## src/rtl/mux_cfg_chain_loader.sv

```systemverilog
// rtl/mux_cfg_chain_loader.sv - serializes bitstream words into a mux config chain, then rotates it once for a parity readback
module mux_cfg_chain_loader #(
    parameter int WORD_W    = 32,
    parameter int CHAIN_LEN = 60,
    parameter int CNT_W     = 16
) (
    input  logic              prog_clk,
    input  logic              pReset,
    input  logic              start,
    input  logic [WORD_W-1:0] word_data,
    input  logic              word_valid,
    output logic              word_ready,
    output logic              ccff_head,
    output logic              ccff_shift_en,
    input  logic              ccff_tail,
    output logic              busy,
    output logic              done,
    output logic              error
);

    localparam logic [CNT_W-1:0] CHAIN_LEN_C = CNT_W'(CHAIN_LEN);
    localparam logic [CNT_W-1:0] LAST_C      = CNT_W'(CHAIN_LEN - 1);
    localparam logic [CNT_W-1:0] WORD_W_C    = CNT_W'(WORD_W);

    typedef enum logic [1:0] {
        S_IDLE,
        S_LOAD,
        S_CHECK,
        S_DONE
    } state_t;

    state_t            state_q, state_d;
    logic [CNT_W-1:0]  bits_req_q, bits_req_d;
    logic [CNT_W-1:0]  bits_shifted_q, bits_shifted_d;
    logic [CNT_W-1:0]  buf_cnt_q, buf_cnt_d;
    logic [CNT_W-1:0]  chk_cnt_q, chk_cnt_d;
    logic [WORD_W-1:0] buf_q, buf_d;
    logic              parity_load_q, parity_load_d;
    logic              parity_rd_q, parity_rd_d;
    logic              error_q, error_d;
    logic [CNT_W-1:0]  take_cnt;
    logic              start_load;

    assign error = error_q;

    // Bits taken from the next word: the final word may carry more bits than the chain still needs.
    always_comb begin
        take_cnt = bits_req_q;
        if (32'(bits_req_q) >= WORD_W) begin
            take_cnt = WORD_W_C;
        end
    end

    assign start_load = start && ((state_q == S_IDLE) || (state_q == S_DONE));

    always_comb begin
        state_d        = state_q;
        bits_req_d     = bits_req_q;
        bits_shifted_d = bits_shifted_q;
        buf_cnt_d      = buf_cnt_q;
        chk_cnt_d      = chk_cnt_q;
        buf_d          = buf_q;
        parity_load_d  = parity_load_q;
        parity_rd_d    = parity_rd_q;
        error_d        = error_q;
        word_ready     = 1'b0;
        ccff_head      = 1'b0;
        ccff_shift_en  = 1'b0;
        busy           = 1'b0;
        done           = 1'b0;

        case (state_q)
            S_IDLE: begin
            end
            S_LOAD: begin
                busy       = 1'b1;
                word_ready = (bits_req_q != '0) && (buf_cnt_q <= CNT_W'(1));
                if (buf_cnt_q != '0) begin
                    ccff_shift_en  = 1'b1;
                    ccff_head      = buf_q[0];
                    buf_d          = buf_q >> 1;
                    buf_cnt_d      = buf_cnt_q - CNT_W'(1);
                    parity_load_d  = parity_load_q ^ buf_q[0];
                    bits_shifted_d = bits_shifted_q + CNT_W'(1);
                    if (bits_shifted_q == LAST_C) begin
                        state_d     = S_CHECK;
                        chk_cnt_d   = '0;
                        parity_rd_d = 1'b0;
                    end
                end
                // A refill while the last buffered bit drains keeps the stream gap-free.
                if (word_ready && word_valid) begin
                    buf_d      = word_data;
                    buf_cnt_d  = take_cnt;
                    bits_req_d = bits_req_q - take_cnt;
                end
            end
            S_CHECK: begin
                busy          = 1'b1;
                ccff_shift_en = 1'b1;
                ccff_head     = ccff_tail;
                parity_rd_d   = parity_rd_q ^ ccff_tail;
                chk_cnt_d     = chk_cnt_q + CNT_W'(1);
                if (chk_cnt_q == LAST_C) begin
                    error_d = ((parity_rd_q ^ ccff_tail) != parity_load_q);
                    state_d = S_DONE;
                end
            end
            S_DONE: begin
                done = 1'b1;
            end
            default: begin
                state_d = S_IDLE;
            end
        endcase

        if (start_load) begin
            state_d        = S_LOAD;
            bits_req_d     = CHAIN_LEN_C;
            bits_shifted_d = '0;
            buf_cnt_d      = '0;
            parity_load_d  = 1'b0;
            error_d        = 1'b0;
        end
    end

    always_ff @(posedge prog_clk or posedge pReset) begin
        if (pReset) begin
            state_q        <= S_IDLE;
            bits_req_q     <= '0;
            bits_shifted_q <= '0;
            buf_cnt_q      <= '0;
            chk_cnt_q      <= '0;
            buf_q          <= '0;
            parity_load_q  <= 1'b0;
            parity_rd_q    <= 1'b0;
            error_q        <= 1'b0;
        end else begin
            state_q        <= state_d;
            bits_req_q     <= bits_req_d;
            bits_shifted_q <= bits_shifted_d;
            buf_cnt_q      <= buf_cnt_d;
            chk_cnt_q      <= chk_cnt_d;
            buf_q          <= buf_d;
            parity_load_q  <= parity_load_d;
            parity_rd_q    <= parity_rd_d;
            error_q        <= error_d;
        end
    end

endmodule

```

## config.mk

```make
export PLATFORM = sky130hd
export DESIGN_NAME = mux_cfg_chain_loader
export DESIGN_NICKNAME = d
export VERILOG_FILES = /design/src/rtl/mux_cfg_chain_loader.sv
export SDC_FILE = /design/constraint.sdc
export NUM_CORES = 1
export LEC_CHECK = 0
export CORE_MARGIN = 2
export CORE_UTILIZATION = 61
export CTS_CLUSTER_SIZE = 12
export DETAILED_ROUTE_END_ITERATION = 10
export PLACE_DENSITY = 0.87
export SYNTH_ARGS = -nofsm -noshare
export SYNTH_HDL_FRONTEND = slang
export SYNTH_SLANG_ARGS = --single-unit
```

## constraint.sdc

```tcl
create_clock -name prog_clk -period 5.3 [get_ports prog_clk]
set_input_delay 0.795 -clock prog_clk [delete_from_list [all_inputs] [get_ports prog_clk]]
set_output_delay 0.795 -clock prog_clk [all_outputs]
set_load 0.05 [all_outputs]
```

After elaboration in Yosys (flattened, before gate mapping)
Index checks and enable logic that the tools add are counted.
- register bits: 101
- input port bits: 37
- word-level logic and storage cells: 89
- add/sub/neg operators: 4
- $lt $le $gt $ge: 2
- eq/ne operators: 11
- mux-type cells: 37
- bitwise operators: 2
- reduce and logical (&&, ||, !) cells: 24
- operators with widths (cell ; number):
    16-bit 2-to-1 mux ; 13
    32-bit 2-to-1 mux ; 2
    16-bit by 1-bit adder with 16-bit output (second input constant) ; 2
    16-bit by 6-bit == test with 1-bit output (second input constant) ; 2
    16-bit case mux with 2 select lines ; 1
    16-bit nonzero test ; 2
    16-bit by 6-bit greater-or-equal comparator with 1-bit output (second input constant) ; 1
    16-bit by 1-bit <= comparator with 1-bit output (second input constant) ; 1
    16-bit by 1-bit subtractor with 16-bit output (second input constant) ; 1
    16-bit subtractor ; 1
    2-bit nonzero test ; 7
    1-bit 2-to-1 mux ; 13
    2-bit AND reduction ; 5
    3-bit inequality test (second input constant) ; 3
    2-bit 2-to-1 mux ; 4
    1-bit case mux with 2 select lines ; 3
    3-bit nonzero test ; 2
    2-bit == test (second input constant) ; 2
    2-bit inequality test (second input constant) ; 2
    2-bit case mux with 2 select lines ; 1
    4-bit AND reduction ; 1
    1-bit logical AND ; 3
    3-bit AND reduction ; 1
    2-bit by 1-bit == test with 1-bit output (second input constant) ; 1
    other kinds (5) ; 6

Logic depth before layout (Yosys ltp)
- depth after elaboration: 6
- gate-level depth with buffers: 10

Least setup slack after synthesis
OpenSTA, ideal clock, no wires.
- kind: register to output
- start: register buf_cnt_q[0]
- end: output port ccff_head
- data arrival time: 2.563 ns
- data required time: 4.505 ns
- setup slack: 1.942 ns
- stages on the path, launching flop included: 8
- buffers on the path: 1
- path through: dfrtp_1 > inv_1 > ha_1 > nor4b_1 > a41oi_1 > clkbuf_1 > nand2_1 > a21oi_1
- cells in the longest elaborated chain, start to end: 3
- RTL lines (element ; line ; source):
    start, declared ; 35 ; logic [CNT_W-1:0] buf_cnt_q, buf_cnt_d;
    start signal, assigned ; 142 ; buf_cnt_q <= buf_cnt_d;
    16-bit nonzero test ; 78 ; if (buf_cnt_q != '0) begin
    1-bit 2-to-1 mux ; 78 ;
    1-bit case mux with 2 select lines ; 72 ; case (state_q)
    end, declared ; 13 ; output logic ccff_head,
No other way between the ends.

Worst setup path after layout
- start: register buf_cnt_q[1]
- end: output port ccff_head
Same word-level chain as after synthesis.

==> results.py <==
metrics = {
    "global_routing": {
        "globalRouteOverflowTotal": 0,
        "grt_pass1_vias": 4766,
        "grt_antenna_before_repair": 0,
        "grt_max_degree": 54,
        "grt_pass1_wl_mm": 22.0,
        "grt_use_total": 0.271,
    },
    "sta": {
        "min_period_over_period": 0.742,
        "hold_viol_final": 0,
        "setup_violations": 0,
        "slew_viol_final": 0,
        "rsz0062_at_grt": "no",
        "timing.fmax_ghz": 0.254,
        "slew_headroom": 0.332,
        "fin_tns_setup_ns": 0,
        "worstMarginPinSlew_ns": 0.999,
        "period_needed_ns": 3.93,
        "skew_ns": 0.0224,
    },
    "synthesis": {
        "synth_cells": 655,
        "syn_area_sq_mm": 0.00562,
        "ys_ff_latch": 101,
        "synth_fp_nets": 700,
        "yosysUniqueCellTypes": 59,
        "synth-edff-count": 0,
        "async_flop_share": 1.00,
        "syn_avg_cell_area_sq_um": 8.57,
        "yosysSeqAreaShare": 0.450,
        "ys_warn_count": 0,
        "ys.flop_type": "dfrtp_1",
    },
    "hold_path": {
        "min_to": "buf_q[31]$_DFFE_PP0P_",
        "hold_depth": 2,
        "min_path_type": "register to register",
        "hp-start": "buf_q[31]$_DFFE_PP0P_",
    },
    "drt": {
        "drc_errors": 0,
        "drt_iter0_markers": 362,
        "wl_per_cell_um": 16.6,
        "routed_wl_mm": 13.1,
        "drtAntennaViolNets": 0,
        "dr.pass1.iters": 5,
        "via_per_inst": 6.47,
        "via_count": 5108,
    },
    "power_and_ir_drop": {
        "total_power_w": 0.00332,
        "leakage_nw": 2.58,
        "peakVddDrop_v": 0.000341,
        "p_per_area_mw_per_mm2": 527,
    },
    "critical_path": {
        "reg2reg_setup_slack_ns": 1.99,
        "path_max_fanout": 6,
        "r2r_start": "buf_cnt_q[1]$_DFFE_PP0P_",
        "path_class": "register to output port",
        "worstReg2RegEnd": "state_q[0]$_DFFE_PP0P_",
        "cp.arrival_ns": 3.14,
        "cp-start-kind": "register",
        "reg2regPathDepth": 9,
        "crit_path_end_kind": "output port",
        "critPathRequiredTime_ns": 4.51,
    },
    "clock_network": {
        "cts_root_buffer": "clkbuf_8",
        "cts_tree": "built",
        "clock_path_buffers": 2,
        "clk_pin_slew_ns": 0.11,
        "hold_buffers": 0,
        "numCtsBuffers": 9,
        "htree_num_levels": 3,
        "cts_resized": 0,
        "postCtsSetupRepairBufs": 0,
        "cts.sinks": 101,
        "clk_latency_ns": 0.39,
    },
    "layout": {
        "finalNetCount": 719,
        "diodes": 0,
        "nFillCells": 701,
        "final_common_cell": "nand2_1",
        "drive_gt1_frac": 0.0560,
        "syn_to_final_growth_pct": 12.3,
        "multi_input_area_sq_mm": 0.00289,
        "seqCellArea_sq_mm": 0.00253,
        "final_cell_mix": "110 x nand2_1, 101 x dfrtp_1, 49 x nor3_1",
        "layout.cells.non_filler": 790,
    },
    "placed_design": {
        "portBuffers": 42,
        "gp_congestion": 0.938,
        "place_inst": 774,
        "hpwl_mm": 8.77,
    },
    "die": {
        "core_sq_mm": 0.00906,
        "start_util": 0.619,
        "io_pins": 43,
        "die_h_um": 99.9,
        "dieArea_sq_mm": 0.00999,
        "die_x_um": 99.9,
        "rows": 35,
    },
    "job": {
        "cap_violations": 0,
    },
    "status": {
        "status": "complete, no violations",
    },
}
-- critical path, cell delays in order, from the launching register on --
cell	delay (ns)
dfrtp_1	0.42
inv_1	0.11
ha_1	0.24
nor4b_1	0.81
a41oi_4	0.22
nand2_1	0.18
a21oi_1	0.08
clkdlybuf4s50_1	0.70
-- per-stage QoR --
step                worst slack (ns)   util  area [sq um]  hold slack (ns)
global route                    1.21  0.696          6300            0.535
global placement                1.85  0.672          6090            0.484
detailed placement              1.83  0.672          6090            0.489
finish                          1.37  0.696          6300            0.514
floorplan                       1.86      -          5620            0.460
CTS                             1.35  0.696          6300            0.514
-- worst max-delay path by stage --
| stage | from | end | cells past startpoint |
|---|---|---|---|
| 6_report | buf_cnt_q[1]$_DFFE_PP0P_ | ccff_head | 7 |
| 5_1_grt | buf_cnt_q[0]$_DFFE_PP0P_ | ccff_head | 7 |
| 4_1_cts | buf_cnt_q[0]$_DFFE_PP0P_ | ccff_head | 7 |
| 3_5_place_dp | buf_cnt_q[1]$_DFFE_PP0P_ | ccff_head | 7 |
| 3_3_place_gp | buf_cnt_q[0]$_DFFE_PP0P_ | ccff_head | 7 |
| 2_1_floorplan | pReset | bits_req_q[0]$_DFFE_PP0P_ | 1 |
-- logic make-up (layout without fill, tap and decap cells) --
kind of cell,after synthesis,in the layout,share of synthesized area
XOR/XNOR,20,20,0.0312
flip-flops,101,101,0.450
AO/OA/AOI/OAI,135,135,0.156
multiplexers,4,4,0.00780
AND/OR/NAND/NOR,331,331,0.296
adder cells (fa/ha/maj),8,8,0.0178
buffers and inverters,55,79,0.0406
other,1,1,0.000668
-- registers in the layout, summed over array words and instances, names as in the netlist --
name / cells
state_q: 2
error: 1
chk_cnt_q: 16
parity_load_q: 1
parity_rd_q: 1
bits_req_q: 16
buf_cnt_q: 16
buf_q: 32
bits_shifted_q: 16
-- per-layer routing --
| metal | track usage | vias to the layer above | wire length, um |
|---|---|---|---|
| met2 | 0.451 | 182 | 6430 |
| met4 | 0.0906 | 0 | 241 |
| met5 | 0 | - | 0 |
| met3 | 0.0411 | 25 | 702 |
| met1 | 0.369 | 2470 | 5760 |
| li1 | - | 2431 | - |
-- report_power, final --
part / internal (W) / switching [W]
Combinational: 0.000568 / 0.00100
Sequential: 0.00103 / 0.000221
Clock: 0.000192 / 0.000316
-- cells in the mapped netlist (2+ instances only) --
cell type	instances	area share
a41oi_1	2	0.0031
buf_4	2	0.0027
nor2b_1	2	0.0022
or3_1	20	0.022
nor2_1	41	0.027
nand2b_1	4	0.0045
nand2_1	110	0.074
o22ai_1	5	0.0056
o2111a_1	2	0.0040
o2111ai_1	2	0.0031
and2_1	6	0.0067
nand4_1	23	0.026
nor3_1	49	0.044
or4_4	2	0.0040
a22oi_1	2	0.0027
clkbuf_1	35	0.023
xor2_1	14	0.022
o31ai_1	7	0.0094
xnor2_1	6	0.0094
o2bb2ai_1	3	0.0047
a21oi_1	31	0.028
buf_2	4	0.0036
ha_1	8	0.018
a31oi_1	33	0.037
o211ai_1	4	0.0053
o21a_1	2	0.0027
nand3_1	26	0.023
nor4b_1	2	0.0031
a21o_1	2	0.0027
dfrtp_1	101	0.45
and3_1	10	0.011
nor4_1	12	0.013
or4_1	8	0.011
mux2_2	3	0.0060
and4_1	9	0.014
inv_1	11	0.0074
o21ai_0	28	0.025
o41ai_1	2	0.0031
and4b_1	2	0.0036
-- layout make-up --
type	instances	area share
inverters	11	0.00695
clock inverters	7	0.0141
well taps	111	0.0220
repair buffers	52	0.0786
clock buffers	9	0.0196
flip-flops and latches	101	0.401
multi-input cells	499	0.458
No activity file was read; power rests on OpenSTA's default activity.
